$ cat config.mk
export PLATFORM = sky130hd
export DESIGN_NAME = tcp_tx_arbiter
export DESIGN_NICKNAME = d
export VERILOG_FILES = /design/src/rtl/tcp_tx_arb_pkg.sv /design/src/rtl/rr_arbiter.sv /design/src/rtl/tcp_tx_arbiter.sv
export SDC_FILE = /design/constraint.sdc
export NUM_CORES = 1
export LEC_CHECK = 0
export ABC_AREA = 1
export BUFFER_PORTS_ARGS = -buffer_cell sky130_fd_sc_hd__buf_2
export CAP_MARGIN = 20
export CELL_PAD_IN_SITES_DETAIL_PLACEMENT = 0
export CELL_PAD_IN_SITES_GLOBAL_PLACEMENT = 1
export CORE_MARGIN = 4
export CORE_UTILIZATION = 33
export DETAILED_ROUTE_END_ITERATION = 8
export PLACE_DENSITY_LB_ADDON = 0.1
export SETUP_SLACK_MARGIN = 0.2
export SLEW_MARGIN = 15
export SYNTH_ARGS = -nofsm -noshare
export SYNTH_HDL_FRONTEND = slang
export SYNTH_HIERARCHICAL = 1
export SYNTH_SLANG_ARGS = --single-unit
$ cat constraint.sdc
create_clock -name CLK -period 2.1 [get_ports CLK]
set_input_delay 0 -clock CLK [delete_from_list [all_inputs] [get_ports CLK]]
set_output_delay 0 -clock CLK [all_outputs]
set_load 0.02 [all_outputs]
$ cat src/rtl/tcp_tx_arb_pkg.sv
// tcp_tx_arb_pkg: shared FSM state type and SiTCP-XG transmit-port constants
package tcp_tx_arb_pkg;
    typedef enum logic {IDLE, BURST} state_t;
    localparam int SITCP_TX_W = 64;
    localparam int SITCP_TX_B_W = 4;
    localparam int SITCP_TX_MAX_B = 8;
    function automatic logic [SITCP_TX_B_W-1:0] clamp_b(input logic [SITCP_TX_B_W-1:0] b);
        return (b > SITCP_TX_B_W'(SITCP_TX_MAX_B)) ? SITCP_TX_B_W'(SITCP_TX_MAX_B) : b;
    endfunction
endpackage

$ cat src/rtl/rr_arbiter.sv
// rr_arbiter: combinational round-robin pick, search starts just after last_owner
//   req        requesters, one bit per source
//   last_owner index of the previous owner
//   grant      one-hot winner, 0 when no request
module rr_arbiter #(
    parameter int N = 2
) (
    input  logic [N-1:0]         req,
    input  logic [$clog2(N)-1:0] last_owner,
    output logic [N-1:0]         grant
);
    // Walk from the farthest to the nearest candidate so the nearest requester overwrites.
    always_comb begin
        grant = '0;
        for (int k = N; k >= 1; k--) begin
            for (int i = 0; i < N; i++) begin
                if (req[i] && i == (int'(last_owner) + k) % N) begin
                    grant = '0;
                    grant[i] = 1'b1;
                end
            end
        end
    end
endmodule

$ cat src/rtl/tcp_tx_arbiter.sv
// tcp_tx_arbiter: round-robin share of the SiTCP-XG TCP transmit port between N_SRC producers
//   CLK/RST_N     user clock, synchronous active-low reset
//   ESTABLISHED   TCP session up; dropping it abandons the current record
//   SRC_*         per-source valid/last/data/byte-count and ready handshake
//   TX_AFULL      transmit almost-full, gates READY combinationally
//   TX_D/TX_B     registered word to SiTCP-XG, TX_B=0 means no data
//   GRANT         one-hot owner, TX_BYTE_CNT running total of bytes sent
module tcp_tx_arbiter
    import tcp_tx_arb_pkg::*;
#(
    parameter int N_SRC     = 2,
    parameter int MAX_BURST = 256
) (
    input  logic                           CLK,
    input  logic                           RST_N,
    input  logic                           ESTABLISHED,
    input  logic [N_SRC-1:0]               SRC_VALID,
    input  logic [N_SRC-1:0]               SRC_LAST,
    input  logic [SITCP_TX_W*N_SRC-1:0]    SRC_D,
    input  logic [SITCP_TX_B_W*N_SRC-1:0]  SRC_B,
    output logic [N_SRC-1:0]               SRC_READY,
    input  logic                           TX_AFULL,
    output logic [SITCP_TX_W-1:0]          TX_D,
    output logic [SITCP_TX_B_W-1:0]        TX_B,
    output logic [N_SRC-1:0]               GRANT,
    output logic [31:0]                    TX_BYTE_CNT
);
    localparam int LW = $clog2(N_SRC);

    state_t                  state;
    logic [LW-1:0]           last_owner;
    logic [LW-1:0]           owner;
    logic [15:0]             word_cnt;
    logic [N_SRC-1:0]        pick;
    logic [SITCP_TX_W-1:0]   sel_d;
    logic [SITCP_TX_B_W-1:0] sel_b;
    logic                    sel_last;
    logic                    accept;
    logic                    rel;

    rr_arbiter #(.N(N_SRC)) u_rr (
        .req        (SRC_VALID),
        .last_owner (last_owner),
        .grant      (pick)
    );

    assign SRC_READY = (state == BURST && ESTABLISHED && !TX_AFULL) ? GRANT : '0;
    assign accept    = |(SRC_READY & SRC_VALID);
    assign rel       = accept && (sel_last || word_cnt == 16'(MAX_BURST - 1));

    always_comb begin
        owner    = '0;
        sel_d    = '0;
        sel_b    = '0;
        sel_last = 1'b0;
        for (int i = 0; i < N_SRC; i++) begin
            if (GRANT[i]) begin
                owner    = LW'(i);
                sel_d    = SRC_D[SITCP_TX_W*i +: SITCP_TX_W];
                sel_b    = SRC_B[SITCP_TX_B_W*i +: SITCP_TX_B_W];
                sel_last = SRC_LAST[i];
            end
        end
    end

    always_ff @(posedge CLK) begin
        if (!RST_N) begin
            state       <= IDLE;
            GRANT       <= '0;
            last_owner  <= LW'(N_SRC - 1);
            word_cnt    <= '0;
            TX_D        <= '0;
            TX_B        <= '0;
            TX_BYTE_CNT <= '0;
        end else begin
            // Counts the word already on the output register, so it trails TX_B by a cycle.
            TX_BYTE_CNT <= TX_BYTE_CNT + 32'(TX_B);
            TX_B        <= accept ? clamp_b(sel_b) : '0;
            if (accept)
                TX_D <= sel_d;
            if (!ESTABLISHED) begin
                state    <= IDLE;
                GRANT    <= '0;
                word_cnt <= '0;
            end else if (state == IDLE) begin
                if (|SRC_VALID) begin
                    state    <= BURST;
                    GRANT    <= pick;
                    word_cnt <= '0;
                end
            end else if (rel) begin
                state      <= IDLE;
                GRANT      <= '0;
                last_owner <= owner;
                word_cnt   <= '0;
            end else if (accept) begin
                word_cnt <= word_cnt + 16'd1;
            end
        end
    end
endmodule

After elaboration in Yosys (flattened, before gate mapping)
Index checks and enable logic that the tools add are counted.
{ "classes": {"n_addsub": 4, "n_mul": 0, "div_mod_pow": 0, "magnitude_cmp": 1, "n_eq_ne": 5, "shift": 0, "n_mux": 23, "bitwise": 5, "reduce_logical": 20} }
{ "ops": {"columns": ["cell", "count"], "rows": [
  ["two-way mux 64 bit", 2],
  ["zero test 32 bit", 2],
  ["two-way mux 16 bit", 4],
  ["adder 32 x 4 -> 32 bit", 1],
  ["adder 16 x 1 -> 16 bit (second input constant)", 1],
  ["== test 16 x 8 -> 1 bit (second input constant)", 1],
  ["two-way mux 2 bit", 7],
  ["two-way mux 4 bit", 3],
  ["AND reduction 2 bit", 4],
  ["logical AND 1 bit", 7],
  ["two-way mux 1 bit", 7],
  ["== test 2 bit (first input constant)", 2],
  ["greater-than comparator 4 bit (second input constant)", 1],
  ["OR reduction 2 bit", 2],
  ["!= test 3 x 1 -> 1 bit (second input constant)", 1],
  ["AND reduction 3 bit", 1],
  ["OR reduction 3 bit", 1],
  ["adder 1 bit (second input constant)", 2],
  ["bitwise AND 1 bit (first input constant)", 2],
  ["bitwise AND 2 bit", 1],
  ["!= test 2 x 1 -> 1 bit (second input constant)", 1],
  ["inverter 1 bit", 2],
  ["nonzero test 2 bit", 1],
  ["zero test 1 bit", 1],
  ["logical OR 1 bit", 1]
]} }
{ "totals": {"register_bits": 120, "latch_bits": 0, "mem_bits_rw": 0, "mem_bits_ro": 0, "in_bits": 144, "n_memories": 0} }

Logic depth before layout (Yosys ltp)
Gate-level depths: netlist of the first run.
{ "depth": {"word_depth": 10, "depth_mapped": 10, "ltp_nobuf": 10} }

Modules after synthesis
Netlist of the first run, hierarchy kept.
{ "modules_own_cells": {"columns": ["mod", "instances", "cells_each", "area_each_um2", "seq_area_each_um2"], "rows": [
  ["tcp_tx_arbiter", 1, 776, 5794.3, 2402.3],
  ["rr_arbiter", 1, 4, 27.5, 0.0]
]} }

Worst setup path before layout of the first run
Ideal clock, no wire load.
{ "synth_timing": {"path_kind": "register -> register", "start": "register TX_B[0]", "end": "register TX_BYTE_CNT[18]", "t_arrival_ns": 1.623, "slack_ns": 0.360, "path_stages_with_launch": 11, "n_path_buf": 0, "period_less_slack_ns": 1.740, "cell_sequence": "dfxtp_1 -> ha_1 -> fa_1 -> nand2_1 -> nand3_1 -> nand2_1 -> nor2_4 -> nand4_1 -> nor2_1 -> nor2_1 -> nor2_1"} }
{ "synth_between": {"elab_chain_len": 1} }
{ "synth_lines": {"columns": ["item", "line", "text"], "rows": [
  ["from (decl)", "tcp_tx_arbiter.sv:24", "output logic [SITCP_TX_B_W-1:0] TX_B,"],
  ["from (signal assigned)", "tcp_tx_arbiter.sv:78", "TX_B <= accept ? clamp_b(sel_b) : '0;"],
  ["adder 32 x 4 -> 32 bit", "tcp_tx_arbiter.sv:77", "TX_BYTE_CNT <= TX_BYTE_CNT + 32'(TX_B);"],
  ["to (signal assigned)", "tcp_tx_arbiter.sv:77", null],
  ["to (decl)", "tcp_tx_arbiter.sv:26", "output logic [31:0] TX_BYTE_CNT"]
]} }
No other way between the ends.
A chain may end at the register's enable or synchronous reset.

Worst setup path after layout of the first run
{ "layout_timing": {"start": "register GRANT[1]", "end": "register TX_D[33]"} }
{ "layout_between": {"elab_chain_len": 3} }
{ "layout_lines": {"columns": ["item", "line", "text"], "rows": [
  ["from (decl)", "tcp_tx_arbiter.sv:25", "output logic [N_SRC-1:0] GRANT,"],
  ["from (signal assigned)", "tcp_tx_arbiter.sv:88", "GRANT <= pick;"],
  ["two-way mux 2 bit", "tcp_tx_arbiter.sv:47", "assign SRC_READY = (state == BURST && ESTABLISHED && !TX_AFULL) ? GRANT : '0;"],
  ["bitwise AND 2 bit", "tcp_tx_arbiter.sv:48", "assign accept = |(SRC_READY & SRC_VALID);"],
  ["OR reduction 2 bit", "tcp_tx_arbiter.sv:48", null],
  ["to (signal assigned)", "tcp_tx_arbiter.sv:80", "TX_D <= sel_d;"],
  ["to (decl)", "tcp_tx_arbiter.sv:23", "output logic [SITCP_TX_W-1:0] TX_D,"]
]} }
Several ways; a longest one is shown, not always the timed one.

==> summary.md, run 1 <==
| Metric | Value |
|---|---|
| Outcome | `complete, no violations` |
| Worst Setup Start Kind | `flop` |
| Remaining DRCs | `0` |
| PD cells | `between 600 and 700 nW/µm²` |
| Die height | `roughly 140 µm` |
| Sequential share of power | `roughly 39%` |
| Hold_sp | `SRC_D[106]` |
| Drt total wl | `~22,000 µm` |
| Total global routing track utilization | `between 20% and 30%` |
| Combinational share of power | `under 10%` |
| Fill count | `1,652` |
| Layout area overhead | `59.4%` |
| WP data arrival | `approximately 2.1 ns` |
| Share of cells above drive strength 1 | `about 28%` |
| Synth top area share | `between 40% and 50%` |
| Storage cell area | `2400 µm²` |
| Largest net degree at the start of global routing | `86` |
| Post-synthesis register bit count | `120` |
| Vias in the first global route | `approximately 6.7k` |
| Area after DPL | `about 7200 µm²` |
| Setup CP Type | `reg2reg` |
| Fin. max-slew vios | `0` |
| Minimum clock period | `between 1.5 and 2 ns` |
| Hold Path Cell Cnt | `3` |
| CP required | `~2.4 ns` |
| Area contributors post-synth | `dfxtp_1 (41%), nand2_1 (9.3%), a21oi_1 (8.7%)` |
| Num rows | `48` |
| Maxcap violations | `0` |
| Fin cells | `between 1k and 1.5k` |
| Crit end category | `flop` |
| Reg-to-Reg End | `TX_D[33]$_SDFFE_PN0P_` |
| # setup viols final | `0` |
| Slew @ Worst Pin | `roughly 0.5 ns` |
| Net switching power | `1.30 mW` |
| Avg Inst Size Synth | `approximately 7.5 µm²` |
| Async set or reset register ratio after synthesis | `0%` |
| Worst Skew | `0.0118 ns` |
| Sequential-to-total area share from yosys stat | `about two fifths` |
| P_int | `between 4 and 5 mW` |
| Max-slew headroom | `66.7%` |
| Final Cycle Share | `87.1%` |
| Core area | `~17,000 µm²` |
| Cts bufs inserted | `17` |
| Post-Synthesis Cells | `between 700 and 800` |
| Antenna violations before repair | `0` |
| Hold Path End | `TX_D[42]$_SDFFE_PN0P_` |
| Crit Path Max Fanout | `16` |
| HPWL after detailed placement | `between 10,000 and 15,000 µm` |
| Worst hold path type | `in2reg` |
| Die ar. | `~20,000 µm²` |
| Post-DR wirelength/cell | `between 15 and 20 µm` |
| Setup tns final | `0 ns` |
| Clock power share | `51.6%` |
| CTS tree | `built` |
| Via count | `between 6k and 7k` |
| DR vias/cell | `roughly 4.8` |
| Multi-input gate area | `just under 3000 µm²` |
| Initial Utilization | `33.7%` |
| Syn. warnings | `6` |
| Start of the worst register-to-register path | `GRANT[1]$_SDFFE_PN0P_` |
| Switching Fraction | `~22%` |
| Most common library cells after synthesis | `nand2_1 (144), dfxtp_1 (120), a21oi_1 (101)` |
| Design area | `about 9300 µm²` |
| Top FF cell, synth | `dfxtp_1` |
| First-iteration detailed-routing DRC count | `~310` |
| Most frequent cell after synthesis | `nand2_1` |
| Drt first pass iters | `4` |
| Hold slack | `roughly 0.018 ns` |
| Final core occ | `between 50% and 60%` |
| Post-route ant nets | `0` |
| Max Root-Sink Buffers | `2` |
| Final #Nets | `approximately 1.3k` |
| Dominant cell type by area after synthesis | `dfxtp_1` |
| Post-synth EDFFs | `0` |
| First-pass GRT wire length | `around 33,000 µm` |
| FF-to-FF path depth | `6` |
| # placed instances | `about 1.2k` |
| Syn Nets | `between 900 and 1k` |
| Fmax | `approximately 0.55 GHz` |
| PortBufs | `about 250` |
| Routability cong. | `0.789` |
| Root Buffer | `clkbuf_16` |
| Clock slew at reported path FFs | `roughly 0.060 ns` |
| Remaining Overflow, GRT | `0` |
| Leak pwr | `between 3 and 4 nW` |
| Count of cell types in the netlist | `38` |
| Diode count | `0` |
| Mapped cell area | `roughly 5800 µm²` |
| Die W | `roughly 140 µm` |
| Final hold vios | `0` |
| Worst vdd ir | `569 µV` |
| Clock Latency Late Sink | `about 0.42 ns` |
| RSZ-0062 raised after global routing | `true` |
| Clock sinks | `120` |
| CTS HTree Levels | `4` |
| Flop-to-flop setup slack | `0.27 ns` |
| Io pins | `around 250` |
what timing repair did:
item | in CTS | in global routing
gates resized for setup | 0 | 5
buffers inserted | 0 | 4
endpoints found under the hold margin | 69 | 0
hold buffers | 132 | 0
setup endpoints to repair | 0 | 53
power groups by stage:
stage	logic, mW	clock network (mW)	registers, mW
after CTS	0.509	3.11	2.29
after floorplan	0.140	0	2.35
after detailed placement	0.333	0	2.34
after global placement	0.333	0	2.34
final	0.544	3.02	2.29
after global routing	0.589	3.20	2.29
metal layers:
layer	vias up	routed length, µm	track usage [%]
met5	-	0	0
met4	0	626	8.92
met3	45	1140	4.92
met2	195	10500	35.5
met1	3041	9310	23.9
li1	3444	-	-
critical path: stages (launching register included):
cell	delay, ns
dfxtp_2	0.48
nor2_4	0.07
buf_12	0.15
buf_12	0.15
a22oi_1	0.18
dlygate4sd3_1	0.59
a21oi_1	0.06
cells in the final DEF (no fill, tap or decap), drive strengths merged:
master	synthesis	routed
a211oi	6	6
a21boi	3	3
a21oi	103	103
a22o	1	1
a22oi	67	67
and2b	1	1
buf	31	263
bufinv	0	3
clkbuf	11	23
clkinv	1	7
clkinvlp	0	2
dfxtp	120	120
dlygate4sd3	0	132
fa	1	1
ha	5	5
inv	60	60
nand2	145	145
nand3	36	36
nand3b	11	11
nand4	9	9
nor2	75	75
nor3	11	11
o21a	1	1
o21ai	75	75
o21bai	2	2
xnor2	1	1
xor2	4	4
per-stage QoR:
stage                     worst slack (ns)  total power [mW]
after floorplan                      0.360              2.49
after global placement               0.299              2.67
after detailed placement             0.271              2.67
after CTS                            0.221              5.91
after global routing                 0.187              6.08
final                                0.272              5.86
registers in the layout (all words and copies together) (netlist names):
name / cells
word_cnt: 16
last_owner: 1
state: 1
GRANT: 2
TX_BYTE_CNT: 32
TX_D: 64
TX_B: 4
cells by family (layout without fill, tap and decap cells):
| family | after synthesis | count (layout) | synth area share [%] |
|---|---|---|---|
| AO/OA/AOI/OAI | 258 | 258 | 26.4 |
| XOR/XNOR | 5 | 5 | 0.752 |
| adder cells (fa/ha/maj) | 6 | 6 | 1.42 |
| buffers and inverters | 103 | 490 | 8.02 |
| flip-flops | 120 | 120 | 41.3 |
| AND/OR/NAND/NOR | 288 | 288 | 22.1 |
cell type report:
| cell class | count | share of cell area [%] |
|---|---|---|
| clock inverter | 11 | 1.58 |
| timing repair buffer | 397 | 30.0 |
| clock buffer | 21 | 5.07 |
| tap | 225 | 3.03 |
| inverter | 61 | 2.47 |
| sequential | 120 | 25.9 |
| multi-input combinational | 557 | 32.0 |
worst max-delay path by stage:
stage | cells past startpoint | startpoint | endpoint
global placement | 10 | TX_B[0]$_SDFF_PP0_ | TX_BYTE_CNT[18]$_SDFF_PN0_
floorplan | 10 | TX_B[0]$_SDFF_PP0_ | TX_BYTE_CNT[18]$_SDFF_PN0_
global route | 8 | GRANT[1]$_SDFFE_PN0P_ | word_cnt[2]$_SDFFE_PN0P_
finish | 6 | GRANT[1]$_SDFFE_PN0P_ | TX_D[33]$_SDFFE_PN0P_
detailed placement | 10 | TX_B[0]$_SDFF_PP0_ | TX_BYTE_CNT[18]$_SDFF_PN0_
CTS | 6 | GRANT[0]$_SDFFE_PN0P_ | TX_D[50]$_SDFFE_PN0P_
Note: power is estimated with default switching activity, not from simulation.
==> run 2: changes to the inputs <==
PLACE_DENSITY = 0.85   (was unset)
PLACE_DENSITY_LB_ADDON = unset   (was 0.1)
==> summary.md, run 2 (synthesis gave the netlist of run 1 again) <==
| Metric | Value |
|---|---|
| Largest Register | `TX_D` |
| Clock sinks | `120` |
| WP data arrival | `2.20 ns` |
| Crit end category | `flop` |
| CTS tree | `built` |
| Slew @ Worst Pin | `~0.53 ns` |
| Remaining Overflow, GRT | `0` |
| # setup viols final | `0` |
| Final hold vios | `0` |
| Setup CP Type | `reg2reg` |
| Outcome | `complete, no violations` |
| Maxcap violations | `0` |
| Clock slew at reported path FFs | `~0.070 ns` |
| Die ar. | `between 15,000 and 20,000 µm²` |
| Fin. max-slew vios | `0` |
| Num rows | `48` |
| Crit Path Max Fanout | `49` |
| Final core occ | `a little over half` |
| # placed instances | `1,221` |
| CP max-delay cell | `dlygate4sd3_1` |
| DR vias/cell | `5.05` |
| Routability cong. | `roughly 0.85` |
| CTS HTree Levels | `4` |
| CP max stage delay | `~0.63 ns` |
| Die W | `141 µm` |
| Remaining DRCs | `0` |
| Biggest registers after layout | `TX_D (64), TX_BYTE_CNT (32), word_cnt (16)` |
| Initial Utilization | `about a third` |
| Die height | `between 100 and 150 µm` |
| Layout area overhead | `59.7%` |
| HPWL after detailed placement | `between 10,000 and 15,000 µm` |
| Cts bufs inserted | `17` |
| Via count | `just over 7k` |
| Antenna violations before repair | `0` |
| Worst Skew | `~0.0090 ns` |
| First-iteration detailed-routing DRC count | `~530` |
| Leak pwr | `3.99 nW` |
| Post-DR wirelength/cell | `~17 µm` |
| Hold slack | `roughly 0.018 ns` |
| Tot Pwr | `roughly 5.7 mW` |
| Max Root-Sink Buffers | `2` |
| Share of cells above drive strength 1 | `about 29%` |
| Fmax | `about 0.54 GHz` |
| Setup tns final | `0 ns` |
| Worst vdd ir | `about 550 µV` |
| Final Cycle Share | `about 88%` |
| Post-route ant nets | `0` |
| Largest net degree at the start of global routing | `66` |
| Drt total wl | `between 20,000 and 25,000 µm` |
| PD cells | `between 600 and 700 nW/µm²` |
| Fin cells | `~1.4k` |
| Crit path cell chain | `buf_6 -> a22oi_1 -> dlygate4sd3_1 -> a21oi_1` |
| Diode count | `0` |
| Commonest cells after routing, fill and taps aside | `buf_2 (247), nand2_1 (143), dlygate4sd3_1 (132), dfxtp_1 (118), a21oi_1 (101)` |
| Clock Latency Late Sink | `0.42 ns` |
| Total global routing track utilization | `between 20 and 25%` |
| Io pins | `between 200 and 250` |
| CP required | `between 2 and 2.5 ns` |
| Root Buffer | `clkbuf_16` |
| PortBufs | `around 250` |
| First-pass GRT wire length | `around 35,000 µm` |
| Max-slew headroom | `between 60% and 70%` |
| Core area | `17,300 µm²` |
| Max reg flops | `64` |
| Worst hold path type | `in2reg` |
| Drt first pass iters | `5` |
| Commonest non-fill, non-tap cell in the layout | `buf_2` |
| Vias in the first global route | `roughly 6.9k` |
| Final #Nets | `between 1k and 1.5k` |
| Minimum clock period | `between 1.5 and 2 ns` |
| Worst Setup Start Kind | `flop` |
| RSZ-0062 raised after global routing | `true` |
## run 2: final cells by class
cell class	count	area, µm²
Multi-Input combinational cell	557	2980
Tap cell	225	282
Sequential cell	120	2400
Inverter	61	229
Clock inverter	14	138
Fill cell	1588	8000
Timing Repair Buffer	401	2830
Clock buffer	18	439
## run 2: report_power, final
group / switching (mW) / internal (mW) / total [mW]
clock: 1.18 / 1.68 / 2.86
combinational: 0.249 / 0.321 / 0.570
sequential: 0.00633 / 2.28 / 2.29
total: 1.43 / 4.29 / 5.72
## run 2: repair_timing
action                                  in CTS  in global routing
endpoints found under the setup margin       0                 49
buffers inserted                             0                  7
hold buffers                               132                  0
gates resized for setup                      0                  9
hold endpoints to repair                    73                  0
## run 2: worst max-delay path, delay by kind of cell, from the launching register on
family / cells / cell delay (ns)
AOI/OAI and AO/OA: 2 / 0.37
DFF: 1 / 0.41
buffers and inverters: 2 / 0.99
## run 2: path summary, 6_finish.rpt
kind                                 start                        to  slack, ns  cells past startpoint
setup reg to reg     GRANT[1]$_SDFFE_PN0P_     TX_D[63]$_SDFFE_PN0P_       0.25                      4
hold / removal                   SRC_D[34]     TX_D[34]$_SDFFE_PN0P_       0.02                      3
hold reg to reg   word_cnt[1]$_SDFFE_PN0P_  word_cnt[1]$_SDFFE_PN0P_       0.50                      2
setup / recovery     GRANT[1]$_SDFFE_PN0P_     TX_D[63]$_SDFFE_PN0P_       0.25                      4
## run 2: stage by stage
stage	cell area [µm²]	setup slack, ns
2_1_floorplan	5820	0.360
3_3_place_gp	7230	0.294
3_5_place_dp	7230	0.269
4_1_cts	9130	0.225
5_1_grt	9300	0.184
6_report	9300	0.253
## run 2: metal layers
layer	wire length [µm]	part of all wire [%]	track usage (%)
met4	1160	5.0	11.2
met2	10900	47	35.5
met5	0	0	0
met1	9580	41	26.6
met3	1770	7.6	6.95
